## src/rtl/key_sweep_ctrl_if.sv

```systemverilog
// rtl/key_sweep_ctrl_if.sv - harness and locked/golden netlist signals of the key sweep controller
interface key_sweep_ctrl_if #(
    parameter int PI_W = 36,
    parameter int PO_W = 7
);
    logic            start;
    logic            busy;
    logic            done;
    logic [1:0]      key;
    logic [PI_W-1:0] pi;
    logic [PO_W-1:0] dut_po;
    logic [PO_W-1:0] oracle_po;
    logic [2:0]      alive;
    // "unique" is a reserved word, so the single-survivor flag is called uniq
    logic            uniq;

    modport master (
        input  start, dut_po, oracle_po,
        output busy, done, key, pi, alive, uniq
    );

    modport slave (
        output start, dut_po, oracle_po,
        input  busy, done, key, pi, alive, uniq
    );
endinterface

```

## src/rtl/key_sweep_ctrl.sv

```systemverilog
// rtl/key_sweep_ctrl.sv - sweeps the allowed key codes over a locked netlist and tracks surviving keys
module key_sweep_ctrl #(
    parameter int          PI_W   = 36,
    parameter int          NPAT   = 16,
    parameter int          SETTLE = 2,
    parameter logic [35:0] SEED   = 36'h0_0000_0001
) (
    input logic             clk,
    input logic             rst,
    key_sweep_ctrl_if.master bus
);
    localparam int IDX_W = (NPAT > 1) ? $clog2(NPAT) : 1;
    localparam int CNT_W = $clog2(SETTLE + 1);
    // an all-zero LFSR would lock up, so a zero seed is replaced by 1
    localparam logic [35:0]      SEED_EFF = (SEED == 36'd0) ? 36'd1 : SEED;
    localparam logic [IDX_W-1:0] LAST_IDX = IDX_W'(NPAT - 1);
    localparam logic [CNT_W-1:0] SETTLE_V = CNT_W'(SETTLE);

    typedef enum logic [2:0] {
        S_IDLE, S_LOAD, S_APPLY, S_WAIT, S_CHECK, S_NEXT, S_DONE
    } state_t;

    state_t           state_q, state_d;
    logic [1:0]       key_q, key_d;
    logic [2:0]       alive_q, alive_d;
    logic [35:0]      lfsr_q, lfsr_d;
    logic [IDX_W-1:0] idx_q, idx_d;
    logic [CNT_W-1:0] cnt_q, cnt_d;
    logic [PI_W-1:0]  pi_q, pi_d;
    logic             busy_q, busy_d;
    logic             done_q, done_d;

    logic        mismatch;
    logic        last_pat;
    logic [35:0] lfsr_next;

    assign mismatch  = (bus.dut_po != bus.oracle_po);
    assign last_pat  = (idx_q == LAST_IDX);
    // x^36 + x^11 + 1, shifting left with the feedback entering bit 0
    assign lfsr_next = {lfsr_q[34:0], lfsr_q[35] ^ lfsr_q[10]};

    // state and datapath registers, synchronous reset
    always_ff @(posedge clk) begin
        if (rst) begin
            state_q <= S_IDLE;
            key_q   <= 2'b00;
            alive_q <= 3'b111;
            lfsr_q  <= SEED_EFF;
            idx_q   <= '0;
            cnt_q   <= '0;
            pi_q    <= '0;
            busy_q  <= 1'b0;
            done_q  <= 1'b0;
        end else begin
            state_q <= state_d;
            key_q   <= key_d;
            alive_q <= alive_d;
            lfsr_q  <= lfsr_d;
            idx_q   <= idx_d;
            cnt_q   <= cnt_d;
            pi_q    <= pi_d;
            busy_q  <= busy_d;
            done_q  <= done_d;
        end
    end

    // next-state decode; start only matters in IDLE
    always_comb begin
        state_d = state_q;
        case (state_q)
            S_IDLE:  if (bus.start) state_d = S_LOAD;
            S_LOAD:  state_d = S_APPLY;
            S_APPLY: state_d = S_WAIT;
            S_WAIT:  if (cnt_q <= CNT_W'(1)) state_d = S_CHECK;
            S_CHECK: state_d = (mismatch || last_pat) ? S_NEXT : S_APPLY;
            S_NEXT:  state_d = (key_q == 2'b10) ? S_DONE : S_LOAD;
            S_DONE:  state_d = S_IDLE;
            default: state_d = S_IDLE;
        endcase
    end

    // register next values; busy/done follow the state being entered so they are registered
    always_comb begin
        key_d   = key_q;
        alive_d = alive_q;
        lfsr_d  = lfsr_q;
        idx_d   = idx_q;
        cnt_d   = cnt_q;
        pi_d    = pi_q;
        busy_d  = (state_d != S_IDLE) && (state_d != S_DONE);
        done_d  = (state_d == S_DONE);
        case (state_q)
            S_IDLE: begin
                if (bus.start) begin
                    alive_d = 3'b111;
                    key_d   = 2'b00;
                end
            end
            S_LOAD: begin
                lfsr_d = SEED_EFF;
                idx_d  = '0;
            end
            S_APPLY: begin
                pi_d  = PI_W'(lfsr_q);
                cnt_d = SETTLE_V;
            end
            S_WAIT: cnt_d = cnt_q - CNT_W'(1);
            S_CHECK: begin
                if (mismatch) begin
                    alive_d = alive_q & ~(3'b001 << key_q);
                end else if (!last_pat) begin
                    lfsr_d = lfsr_next;
                    idx_d  = idx_q + IDX_W'(1);
                end
            end
            S_NEXT: if (key_q != 2'b10) key_d = key_q + 2'b01;
            default: ;
        endcase
    end

    assign bus.busy  = busy_q;
    assign bus.done  = done_q;
    assign bus.key   = key_q;
    assign bus.pi    = pi_q;
    assign bus.alive = alive_q;
    assign bus.uniq  = (alive_q == 3'b001) || (alive_q == 3'b010) || (alive_q == 3'b100);
endmodule

```

## src/flat_wrapper.sv

```systemverilog
// flat-port wrapper written by rule: the top's interface ports become plain ports
module key_sweep_ctrl_flat 
#(
    parameter int          PI_W   = 36,
    parameter int          NPAT   = 16,
    parameter int          SETTLE = 2,
    parameter logic [35:0] SEED   = 36'h0_0000_0001
)
  (clk, rst, bus_start, bus_dut_po, bus_oracle_po, bus_busy, bus_done, bus_key, bus_pi, bus_alive, bus_uniq);
  key_sweep_ctrl_if #(.PI_W(PI_W), .PO_W((7))) bus_i ();
  input logic clk;
  input logic rst;
  input wire logic [$bits(bus_i.start)-1:0] bus_start;
  input wire logic [$bits(bus_i.dut_po)-1:0] bus_dut_po;
  input wire logic [$bits(bus_i.oracle_po)-1:0] bus_oracle_po;
  output wire logic [$bits(bus_i.busy)-1:0] bus_busy;
  output wire logic [$bits(bus_i.done)-1:0] bus_done;
  output wire logic [$bits(bus_i.key)-1:0] bus_key;
  output wire logic [$bits(bus_i.pi)-1:0] bus_pi;
  output wire logic [$bits(bus_i.alive)-1:0] bus_alive;
  output wire logic [$bits(bus_i.uniq)-1:0] bus_uniq;
  assign bus_i.start = bus_start;
  assign bus_i.dut_po = bus_dut_po;
  assign bus_i.oracle_po = bus_oracle_po;
  assign bus_busy = bus_i.busy;
  assign bus_done = bus_i.done;
  assign bus_key = bus_i.key;
  assign bus_pi = bus_i.pi;
  assign bus_alive = bus_i.alive;
  assign bus_uniq = bus_i.uniq;
  key_sweep_ctrl #(.PI_W(PI_W), .NPAT(NPAT), .SETTLE(SETTLE), .SEED(SEED)) u_core (.clk(clk), .rst(rst), .bus(bus_i));
endmodule
```

## config.mk

```make
export PLATFORM = sky130hd
export DESIGN_NAME = key_sweep_ctrl_flat
export DESIGN_NICKNAME = d
export VERILOG_FILES = /design/src/rtl/key_sweep_ctrl_if.sv /design/src/rtl/key_sweep_ctrl.sv /design/src/flat_wrapper.sv
export SDC_FILE = /design/constraint.sdc
export NUM_CORES = 1
export LEC_CHECK = 0
export CAP_MARGIN = 15
export CORE_ASPECT_RATIO = 0.9
export CORE_MARGIN = 2
export CORE_UTILIZATION = 40
export DETAILED_ROUTE_END_ITERATION = 16
export SLEW_MARGIN = 15
export SYNTH_ARGS = -nofsm -noshare
export SYNTH_HDL_FRONTEND = slang
export SYNTH_SLANG_ARGS = --single-unit
export TNS_END_PERCENT = 5
```

## constraint.sdc

```tcl
create_clock -name clk -period 4.41 [get_ports clk]
set_input_delay 0.882 -clock clk [delete_from_list [all_inputs] [get_ports clk]]
set_output_delay 0.882 -clock clk [all_outputs]
set_load 0.03 [all_outputs]
```

======== Word level (Yosys, flattened, before mapping) ========
Index checks and enable logic that the tools add are counted.
word-level totals
  memory bits (writable) .................. 0
  register bits ........................... 88
  ROM bits ................................ 0
  logic and storage cells ................. 67
  bits in latches ......................... 0
  bits of input ports ..................... 17
  output and inout bits ................... 44
  memories ................................ 0
cells by class
  multiplexer cells ....................... 18
  $add $sub $neg .......................... 3
  multipliers ............................. 0
  bitwise operators ....................... 3
  shifts and indexed selects .............. 1
  divide/modulo/power cells ............... 0
  $lt $le $gt $ge ......................... 1
  eq/ne operators ......................... 19
  reductions and logical operators ........ 13
operator list
  operator                                                               number
  36-bit 2-to-1 mux                                                      2
  36-bit one-hot mux with 2 select lines                                 1
  3-bit 2-to-1 mux                                                       6
  3-bit one-hot mux with 6 select lines                                  1
  3-bit equality test, second input constant                             4
  3-bit by 2-bit equality test with 1-bit output, second input constant  3
  3-bit AND reduction                                                    3
  4-bit 2-to-1 mux                                                       2
  2-bit != test, second input constant                                   4
  2-bit one-hot mux with 2 select lines                                  2
  4-bit one-hot mux with 2 select lines                                  1
  2-bit nonzero test                                                     4
  7-bit != test                                                          1
  3-bit by 1-bit equality test with 1-bit output, second input constant  2
  3-bit one-hot mux with 2 select lines                                  1
  4-bit by 1-bit adder with 4-bit output, second input constant          1
  4-bit equality test, second input constant                             1
  2-bit 2-to-1 mux                                                       2
  2-bit by 1-bit != test with 1-bit output, second input constant        2
  3-bit bitwise AND                                                      1
  3-bit logical NOT                                                      1
  1-bit logical OR                                                       3
  3-bit != test, second input constant                                   1
  3-bit inverter                                                         1
  other kinds (8)                                                        8

======== Logic depth before layout (Yosys ltp) ========
Gate-level depths: netlist (run 1).
  depth in word-level cells ............... 6
  depth in mapped cells ................... 8
  depth with buffers taken out ............ 6

======== Least setup slack after synthesis (run 1) ========
OpenSTA, ideal clock, no wires.
  path kind ............................... in2reg
  start ................................... input bus_oracle_po[4]
  end ..................................... register u_core.idx_q[2]
  setup slack ............................. 2,137 ps
  required time ........................... 4,340 ps
  path buffers ............................ 0
  arrival ................................. 2,203 ps
  cell stages on the path ................. 4
  library setup time ...................... 70 ps
  path through ............................ xor2_1 > or4_4 > or4_1 > a21boi_1
between the ends
  word-level cells in the longest chain between the ends .. 3
RTL lines
  what                                  line                  source
  from (decl)                           flat_wrapper.sv:15    input wire logic [$bits(bus_i.oracle_po)-1:0] bus_oracle_po;
  7-bit != test                         key_sweep_ctrl.sv:37  assign mismatch = (bus.dut_po != bus.oracle_po);
  2-bit != test (no source line)        --
  3-bit AND reduction (no source line)  --
  to (signal assigned)                  key_sweep_ctrl.sv:59  idx_q <= idx_d;
  to (decl)                             key_sweep_ctrl.sv:27  logic [IDX_W-1:0] idx_q, idx_d;
No other way between the ends.
A chain may end at the register's enable or synchronous reset.

======== Worst setup path after layout (run 1) ========
  start ................................... register u_core.alive_q[1], in the netlist u_core.bus.alive[1]
  end ..................................... output bus_uniq
between the ends
  word-level cells in the longest chain between the ends .. 3
  elaborated cells on any way between the ends .. 5
  classes of those cells .................. eq/ne (3); reduce/logical (2)
RTL lines
  what                                                                                                                     line                   source
  from (decl)                                                                                                              key_sweep_ctrl.sv:25   logic [2:0] alive_q, alive_d;
  from (signal assigned)                                                                                                   key_sweep_ctrl.sv:57   alive_q <= alive_d;
  3-bit by 1-bit equality test with 1-bit output / 3-bit by 2-bit equality test with 1-bit output (equally long branches)  key_sweep_ctrl.sv:126  assign bus.uniq = (alive_q == 3'b001) || (alive_q == 3'b010) || (alive_q == 3'b100);
  1-bit logical OR                                                                                                         key_sweep_ctrl.sv:126
  1-bit logical OR (*)                                                                                                     key_sweep_ctrl.sv:126
  to (decl)                                                                                                                flat_wrapper.sv:21     output wire logic [$bits(bus_i.uniq)-1:0] bus_uniq;
Mark *: on every way between the ends. The rest lies on a longest branch, timed or not.

==> results of run 1 <==
## metal layers
layer / part of all wire / vias up
met5: 0 / -
met4: 0.0086 / 0
met3: 0.048 / 9
met2: 0.44 / 54
met1: 0.50 / 1368
li1: - / 1491
## cell families after synthesis
logic type,Yosys count
AOI/OAI and AO/OA,59
xor gates and xnor gates,9
adders and majority gates,5
buffers and inverters,31
DFF,88
muxes,39
and+or+nand+nor,194
## final timing paths
check | depth (start not counted) | to | slack [ns]
max | 3 | bus_uniq | 1.89
min | 2 | u_core.bus.pi[8] | 0.45
max reg2reg | 5 | u_core.idx_q[2] | 2.36
min reg2reg | 2 | u_core.bus.pi[8] | 0.45
## sequential cells by signal (all words and copies together), names as in the netlist
register / cells
u_core.bus.alive: 3
u_core.bus.busy: 1
u_core.bus.done: 1
u_core.bus.key: 2
u_core.bus.pi: 36
u_core.cnt_q: 2
u_core.idx_q: 4
u_core.lfsr_q: 36
u_core.state_q: 3
## cell type report
class	instances	share of cell area
repair buffers	63	0.1360
inverters	4	0.003303
clock buffers	12	0.03193
clock inverters	4	0.01679
multi-input cells	306	0.3909
flip-flops and latches	88	0.3876
well taps	122	0.03358
## worst min-delay path, delay by kind of cell (launching register included)
| kind | cells | cell delay (ns) |
|---|---|---|
| compound gates | 1 | 0.05 |
| simple gates | 1 | 0.05 |
| flops | 1 | 0.31 |
## synth_stat cells
master / number / area share
a211oi_1: 3 / 0.0062
a21boi_1: 1 / 0.0021
a21oi_1: 48 / 0.066
a31o_2: 1 / 0.0024
and3_1: 1 / 0.0017
and3_4: 1 / 0.0031
buf_2: 11 / 0.015
buf_4: 1 / 0.0021
clkbuf_1: 15 / 0.015
dfxtp_1: 88 / 0.48
ha_1: 5 / 0.017
inv_1: 4 / 0.0041
mux2i_1: 39 / 0.11
nand2_1: 115 / 0.12
nand2b_1: 40 / 0.068
nand3_1: 1 / 0.0014
nand3b_1: 1 / 0.0021
nand4_1: 3 / 0.0051
nor2_1: 12 / 0.012
nor2b_1: 4 / 0.0068
nor3_1: 4 / 0.0055
nor3b_1: 3 / 0.0062
nor4_1: 4 / 0.0068
o21ai_0: 4 / 0.0055
o22ai_1: 1 / 0.0017
o31ai_1: 1 / 0.0021
or2_2: 1 / 0.0017
or3b_2: 1 / 0.0024
or4_1: 1 / 0.0021
or4_4: 2 / 0.0062
xnor2_1: 1 / 0.0024
xor2_1: 8 / 0.019
## power groups by stage
stage                     logic (mW)  clock network, mW  registers (mW)
after global routing           0.156              0.666           0.815
final                          0.140              0.617           0.813
after CTS                      0.142              0.638           0.813
after detailed placement       0.141                  0           0.831
after global placement         0.141                  0           0.831
after floorplan               0.0971                  0           0.831
## stage by stage
stage | util | worst slack (ns) | hold slack, ns | std cells
after floorplan | - | 2.137 | 0.4431 | 425
after global placement | 0.4804 | 1.657 | 0.4452 | 583
after detailed placement | 0.4804 | 1.611 | 0.4475 | 583
after CTS | 0.5050 | 1.854 | 0.4591 | 599
after global routing | 0.5050 | 1.766 | 0.4749 | 599
final | 0.5050 | 1.889 | 0.4545 | 599
## layout by cell type (no fill, tap or decap), drive strengths merged, types with 5 or more instances in the layout
master and instances:
nand2 115, dfxtp 88, clkdlybuf4s50 59, a21oi 48
nand2b 40, mux2i 39, nor2 12, clkbuf 12
xor2 8, ha 5, inv 5
==> results_dict.tcl, run 1 <==
set metrics [dict create \
    fmax_ghz 0.3966 \
    internal-power_mw 1.187 \
    grt_overflow 0 \
    ios 61 \
    slowest_delay_ns 0.69 \
    power_mw 1.570 \
    critPathTopFamily "buffers and inverters" \
    synth_top_family_by_area "simple AND/OR/NAND/NOR gates" \
    p_comb_frac 0.089 \
    tightest_slew_ns 1.046 \
    num_rows 33 \
    cts_resized 0 \
    post-cts-setup-buffer-count 0 \
    ir_drop_uv 155.2 \
    r2r-start "u_core.idx_q[0]" \
    hp-start "u_core.bus.pi[8]" \
    switching_share 0.2438 \
    track_usage 0.1550 \
    dpl.hpwl_mm 4.627 \
    yosys.area_share.simple 0.2500 \
    yosys_warnings 0 \
    dr.pass1.iters 4 \
    maxCapViolCount 0 \
    p_clk_frac 0.393 \
    clockRootBuffer "clkbuf_8" \
    place_congestion 0.7489 \
    dpl-instance-area_um2 4324 \
    slew_headroom 0.3012 \
    rsz0062_at_grt "no" \
    leakagePower_nw 1.703 \
    cts_sinks 88 \
    synth_fa_ha_area_frac 0.01712 \
    drive_above_1_share 0.05660 \
    syn-num-nets 447 \
    seq_area_um2 1762 \
    synthesis.area_um2 3654 \
    hold_buffers 0 \
    yosysUniqueCellTypes 32 \
    grt.met2_usage 0.2538 \
    final_nets 494 \
    grt_max_degree 55 \
    gr-usage-met3 0.05728 \
    hold_viol 0 \
    crit_type "register to output pin" \
    num_vias 2922 \
    nFillCells 914 \
    top_usage_layer "met2" \
    die-height_um 94.67 \
    grt_pass1_vias 2801 \
    slew_viol_final 0 \
    multi_input_area_um2 1777 \
    p_switching_mw 0.3827 \
    critPathBufInv 1 \
    slowest_stage "clkdlybuf4s50_1" \
    ys_ff_latch 88 \
    endpoint_kind "output pin" \
    clk_pin_slew_ns 0.08 \
    start_util 0.4059 \
    die_width_um 104.7 \
    portBuffers 60 \
    synth_compound_area_frac 0.08562 \
    hold_class "register to register" \
    setup_viol 0 \
    clk_latency_ns 0.35 \
    area_growth_pct 24.42 \
    yosys-mux-area-fraction 0.1068 \
    finalSetupTns_ns 0 \
    wire_per_inst_um 12.30 \
    antenna_found_initial 0 \
    drtAntennaViolNets 0 \
    crit_chain "xnor2_1 > o21ai_0 > clkdlybuf4s50_1" \
    diodes 0 \
    cts_htree_levels 3 \
    critical_path_arrival_ns 1.64 \
    grt_pass1_wl_mm 12.65 \
    skew_ns 0.01208 \
    drc_errors 0 \
    dieArea_um2 9915 \
    cp_max_fo 4 \
    core_area_um2 9001 \
    required_ns 3.53 \
    status "completed" \
    via_per_inst 4.878 \
    cellPowerDensity_nw_per_um2 345.4 \
    min_period_over_period 0.5717 \
    syn_inst 425 \
    cts_buffers 9 \
    crit_path_start "u_core.bus.alive[1]" \
    drt_iter0_drc 153 \
    period_minus_slack_ns 2.521 \
    cts_buffer_depth 2 \
    routed_wl_mm 7.367 \
    cp-start-kind "register" \
    p_seq_frac 0.518 \
    cts_tree "yes" \
    synthXorXnorAreaFrac 0.02158 \
    final_area_um2 4546 \
    syn_area_per_cell_um2 8.596 \
    ys_seq_area_frac 0.4822 \
    grtUsageMet1 0.1939 \
]
(Power assumes the default switching activity.)
==> run 2, diff against run 1 <==
--- a/config.mk
+++ b/config.mk
@@ -10,6 +10,7 @@
 export CORE_MARGIN = 2
 export CORE_UTILIZATION = 40
 export DETAILED_ROUTE_END_ITERATION = 16
+export PLACE_DENSITY = 0.65
 export SLEW_MARGIN = 15
 export SYNTH_ARGS = -nofsm -noshare
 export SYNTH_HDL_FRONTEND = slang
==> constraint.sdc (replaced) <==
create_clock -name clk -period 2.1 [get_ports clk]
set_input_delay 0.42 -clock clk [delete_from_list [all_inputs] [get_ports clk]]
set_output_delay 0.42 -clock clk [all_outputs]
set_load 0.03 [all_outputs]
==> results_dict.tcl, run 2 (synthesis gave the netlist of run 1 again) <==
set metrics [dict create \
    status "completed" \
    setup_viol 0 \
    drt_iter0_drc 113 \
    min_period_over_period 0.9537 \
    maxCapViolCount 0 \
    routed_wl_mm 7.938 \
    crit_type "register to register" \
    fmax_ghz 0.4993 \
    setup_slack_ns 0.09728 \
    rr_worst_depth 5 \
    dieArea_um2 9915 \
    slowest_delay_ns 0.53 \
    hold_buffers 0 \
    dpl.hpwl_mm 4.932 \
    holdPathEnd "u_core.bus.pi[4]" \
    grt_overflow 0 \
    final_nets 510 \
    r2r-start "u_core.idx_q[0]" \
    hold_class "register to register" \
    critPathTopFamily "simple AND/OR/NAND/NOR gates" \
    num_rows 33 \
    topRoutingLayerUsed "met4" \
    holdPathStages 2 \
    cp-start-kind "register" \
    grt_max_degree 86 \
    drtAntennaViolNets 0 \
    critical_path_arrival_ns 2.29 \
    preCtsSetupSlack_ns -0.2247 \
    finalSetupTns_ns 0 \
    clk_latency_ns 0.35 \
    portBuffers 60 \
    num_vias 3015 \
    skew_ns 0.006002 \
    critPathBufInv 0 \
    clk_pin_slew_ns 0.08 \
    cts_htree_levels 3 \
    place_congestion 0.7872 \
    final_cell_mix "nand2_1, dfxtp_1, clkdlybuf4s50_1, a21oi_1, nand2b_1" \
    via_per_inst 4.910 \
    antenna_found_initial 0 \
    crit_chain "ha_1 > and3_4 > or4_4 > or4_1 > a21boi_1" \
    cellPowerDensity_nw_per_um2 703.0 \
    hold_viol 0 \
    rsz0062_at_grt "no" \
    diodes 0 \
    slowest_stage "or4_4" \
    die_width_um 104.7 \
    slew_viol_final 0 \
    core_area_um2 9001 \
    period_minus_slack_ns 2.003 \
    grt_pass1_wl_mm 13.15 \
    endpoint_kind "register" \
    dr.pass1.iters 5 \
    cts_buffers 9 \
    cts_buffer_depth 2 \
    grt_pass1_vias 2899 \
    tightest_slew_ns 0.9312 \
    start_util 0.4059 \
    hp-start "u_core.bus.pi[4]" \
    nFillCells 916 \
    ir_drop_uv 427.8 \
    r2r_slack_ns 0.1 \
    final_common_cell "nand2_1" \
    slew_headroom 0.3792 \
    area_growth_pct 28.36 \
    wire_per_inst_um 12.93 \
    leakagePower_nw 1.791 \
    route.met2.wl_mm 3.727 \
    ios 61 \
    die-height_um 94.67 \
    drt-met1-wl_mm 3.698 \
    cp.depth 5 \
    drc_errors 0 \
    cp_max_fo 4 \
    power_mw 3.297 \
    drive_above_1_share 0.09350 \
    reg2reg_to "u_core.idx_q[2]" \
    cts_sinks 88 \
    routed-wl-met3_um 421 \
    clockRootBuffer "clkbuf_8" \
    cts_tree "yes" \
    track_usage 0.1653 \
    required_ns 2.39 \
]
-- run 2: changes by cell type in the layout (fill, tap and decap cells not counted), moves of 2 or more --
cell / delta
nor3_2: +2
buf_4: +13
nor3_1: -2
buf_12: +2
-- run 2: cell type report --
class | instances | area (µm²) | area share
clock buffer | 10 | 127.6 | 0.02721
clock inverter | 5 | 81.33 | 0.01734
inverter | 4 | 15.01 | 0.003202
multi-input combinational | 307 | 1795 | 0.3829
sequential | 88 | 1763 | 0.3759
tap | 122 | 152.6 | 0.03255
timing repair buffer | 78 | 754.5 | 0.1609
-- run 2: how the worst max path moves through the flow --
stage / startpoint / end / slack (ns)
final: u_core.idx_q[0] / u_core.idx_q[2] / 0.1
after global routing: u_core.idx_q[0] / u_core.lfsr_q[0] / 0.02
after CTS: u_core.idx_q[0] / u_core.lfsr_q[0] / 0.06
after detailed placement: bus_oracle_po[4] / u_core.lfsr_q[29] / -0.22
after global placement: bus_oracle_po[3] / u_core.lfsr_q[31] / -0.24
after floorplan: u_core.idx_q[0] / u_core.idx_q[2] / 0.17
-- run 2: tightest hold or removal path, stage by stage (launching register included) --
cell and delay [ns]:
dfxtp_1 0.31, nand2_1 0.05, a21oi_1 0.05
-- run 2: where the power goes --
part | internal (mW) | switching, mW | total [mW]
combinational | 0.130 | 0.222 | 0.352
sequential | 1.68 | 0.0138 | 1.70
clock | 0.666 | 0.581 | 1.25
-- run 2: through the flow --
| stage | instance area (µm²) | hold WS, ns | utilization | cells |
|---|---|---|---|---|
| 6_report | 4690 | 0.4563 | 0.5210 | 614 |
| 5_1_grt | 4690 | 0.4753 | 0.5210 | 614 |
| 4_1_cts | 4669 | 0.4594 | 0.5188 | 613 |
| 3_5_place_dp | 4462 | 0.4481 | 0.4957 | 598 |
| 3_3_place_gp | 4462 | 0.4442 | 0.4957 | 598 |
| 2_1_floorplan | 3654 | 0.4431 | - | 425 |
-- run 2: repair_timing --
| action | 4_1_cts | 5_1_grt |
|---|---|---|
| buffers inserted | 0 | 0 |
| cloned | 0 | 1 |
| pin swaps | 0 | 1 |
| resized for setup | 1 | 3 |
| endpoints found under the setup margin | 1 | 7 |
-- run 2: per-layer routing --
metal | up-vias | global-route usage
met1 | 1405 | 0.1917
met5 | - | 0
li1 | 1530 | -
met3 | 6 | 0.06487
met4 | 0 | 0.05444
met2 | 74 | 0.2819
==> RTL change, RTL diff (settings of run 2) <==
Encoding of `state_t`: now Gray code (3 bits for 7 states).
--- a/src/rtl/key_sweep_ctrl.sv
+++ b/src/rtl/key_sweep_ctrl.sv
@@ -17,7 +17,7 @@
     localparam logic [CNT_W-1:0] SETTLE_V = CNT_W'(SETTLE);
 
     typedef enum logic [2:0] {
-        S_IDLE, S_LOAD, S_APPLY, S_WAIT, S_CHECK, S_NEXT, S_DONE
+        S_IDLE = 3'b000, S_LOAD = 3'b001, S_APPLY = 3'b011, S_WAIT = 3'b010, S_CHECK = 3'b110, S_NEXT = 3'b111, S_DONE = 3'b101
     } state_t;
 
     state_t           state_q, state_d;
Formal check against the unedited RTL: same outputs for any inputs over 10 cycles, from zero or initial values and one cycle with rst high; not proved beyond that.
==> RTL change against run 2 <==
- clock power fell by 7%
- design area down 7.1%
- area after synthesis fell by 12%
- routed wire length is 13% lower
- via count fell by 13%
- setup slack worse by 96 ps
- power shrank 6.0%
- sequential cell count unchanged
- first-iteration DRC count grew 0.88%
==> RTL change: results <==
set metrics [dict create \
    startpoint "bus_oracle_po[1]" \
    layout_setup_ws_ps 1.484 \
    cts_resized 0 \
    placed_cells 498 \
    clock_latency_ps 350 \
    ys_top_cells_by_area "dfxtp_1 (55%), a22o_1 (9.8%), nand2_1 (9.3%), a21oi_1 (7.0%), ha_1 (1.9%)" \
    rrSetupSlack_ps 10 \
    drtIter0Drc 114 \
    grt_pass1_vias 2396 \
    instances_no_fill 522 \
    cp.arrival_ps 2390 \
    multi_input_area_share_pct 31.02 \
    wl_met1_mm 3.405 \
    slowest_delay_ps 550 \
    wl_mm 6.927 \
    yosysSeqAreaShare_pct 54.59 \
    multi_input_cells 228 \
    clk_share_pct 4.595 \
    top_layer "met4" \
    leakage_nw 1.625 \
    yosys.cell_types.count 38 \
    endpoint "u_core.lfsr_q[25]" \
    peakVddDrop_v 0.0004547 \
    fill_cells 703 \
    grt_use_met2_pct 24.92 \
    drive_above_1_share_pct 11.11 \
    grt_max_degree 44 \
    r2r_start "u_core.idx_q[0]" \
    use_met3_pct 4.535 \
    clock_skew_ps 4.862 \
    pre_cts_ws_ps -222.8 \
    reg2regPathDepth 7 \
    clock_buffers 14 \
    cp_max_fo 5 \
    syn_avg_cell_area_um2 9.299 \
    first_pass_iters 4 \
    regArea_um2 1764 \
    outcome "finished clean" \
    grt_pass1_wl_mm 11.00 \
    post-dp-hpwl_mm 4.402 \
    place_congestion 0.7677 \
    synthTopCellsByCount "dfxtp_1 (88), nand2_1 (80), a21oi_1 (45)" \
    inv_count 7 \
    maxSlewHeadroom_pct 67.81 \
    wl_met3_um 254 \
    vias_per_cell 5.006 \
    syn_nets 369 \
    n_all_buffers 84 \
]
-- RTL change: changes by cell type after synthesis, moves of 5 or more --
| cell | run 2 | this run |
|---|---|---|
| buf_2 | 11 | 6 |
| a22o_1 | 0 | 36 |
| nand2b_1 | 40 | 1 |
| mux2i_1 | 39 | 2 |
| xnor2_1 | 1 | 6 |
| nand2_1 | 115 | 80 |
| xor2_1 | 8 | 3 |
-- RTL change: power breakdown --
part           internal, W  switching, W  leakage, nW
clock network     0.000617      0.000548       0.0969
logic             0.000108      0.000132        0.817
registers          0.00168     0.0000127        0.711
-- RTL change: worst min-delay path by stage --
stage	from	end	slack, ps	cells past startpoint
2_1_floorplan	u_core.idx_q[3]	u_core.idx_q[3]	440	2
3_3_place_gp	u_core.bus.pi[28]	u_core.bus.pi[28]	450	2
3_5_place_dp	u_core.bus.pi[21]	u_core.bus.pi[21]	450	2
4_1_cts	rst	u_core.state_q[0]	330	2
5_1_grt	rst	u_core.bus.pi[32]	350	2
6_report	rst	u_core.state_q[0]	340	2
-- RTL change: worst max-delay path: cells and delay by family --
kind	cells	cell delay (ps)
xor gates and xnor gates	1	160
buffers and inverters	3	780
and+or+nand+nor	2	900
AOI/OAI and AO/OA	1	130
-- RTL change: metrics by stage --
stage / cell area [um^2] / setup TNS (ps)
final: 4357 / 0
after global routing: 4357 / -1212
after CTS: 4199 / 0
after detailed placement: 3999 / -8320
after global placement: 3999 / -7811
after floorplan: 3227 / 0
-- RTL change: cell families after synthesis --
logic type               share of synthesized area, %
XOR/XNOR                                        2.443
AND/OR/NAND/NOR                                 15.98
adder cells (fa/ha/maj)                         1.939
multiplexers                                   0.9694
AO/OA/AOI/OAI                                   19.54
buffers and inverters                           4.537
flip-flops                                      54.59
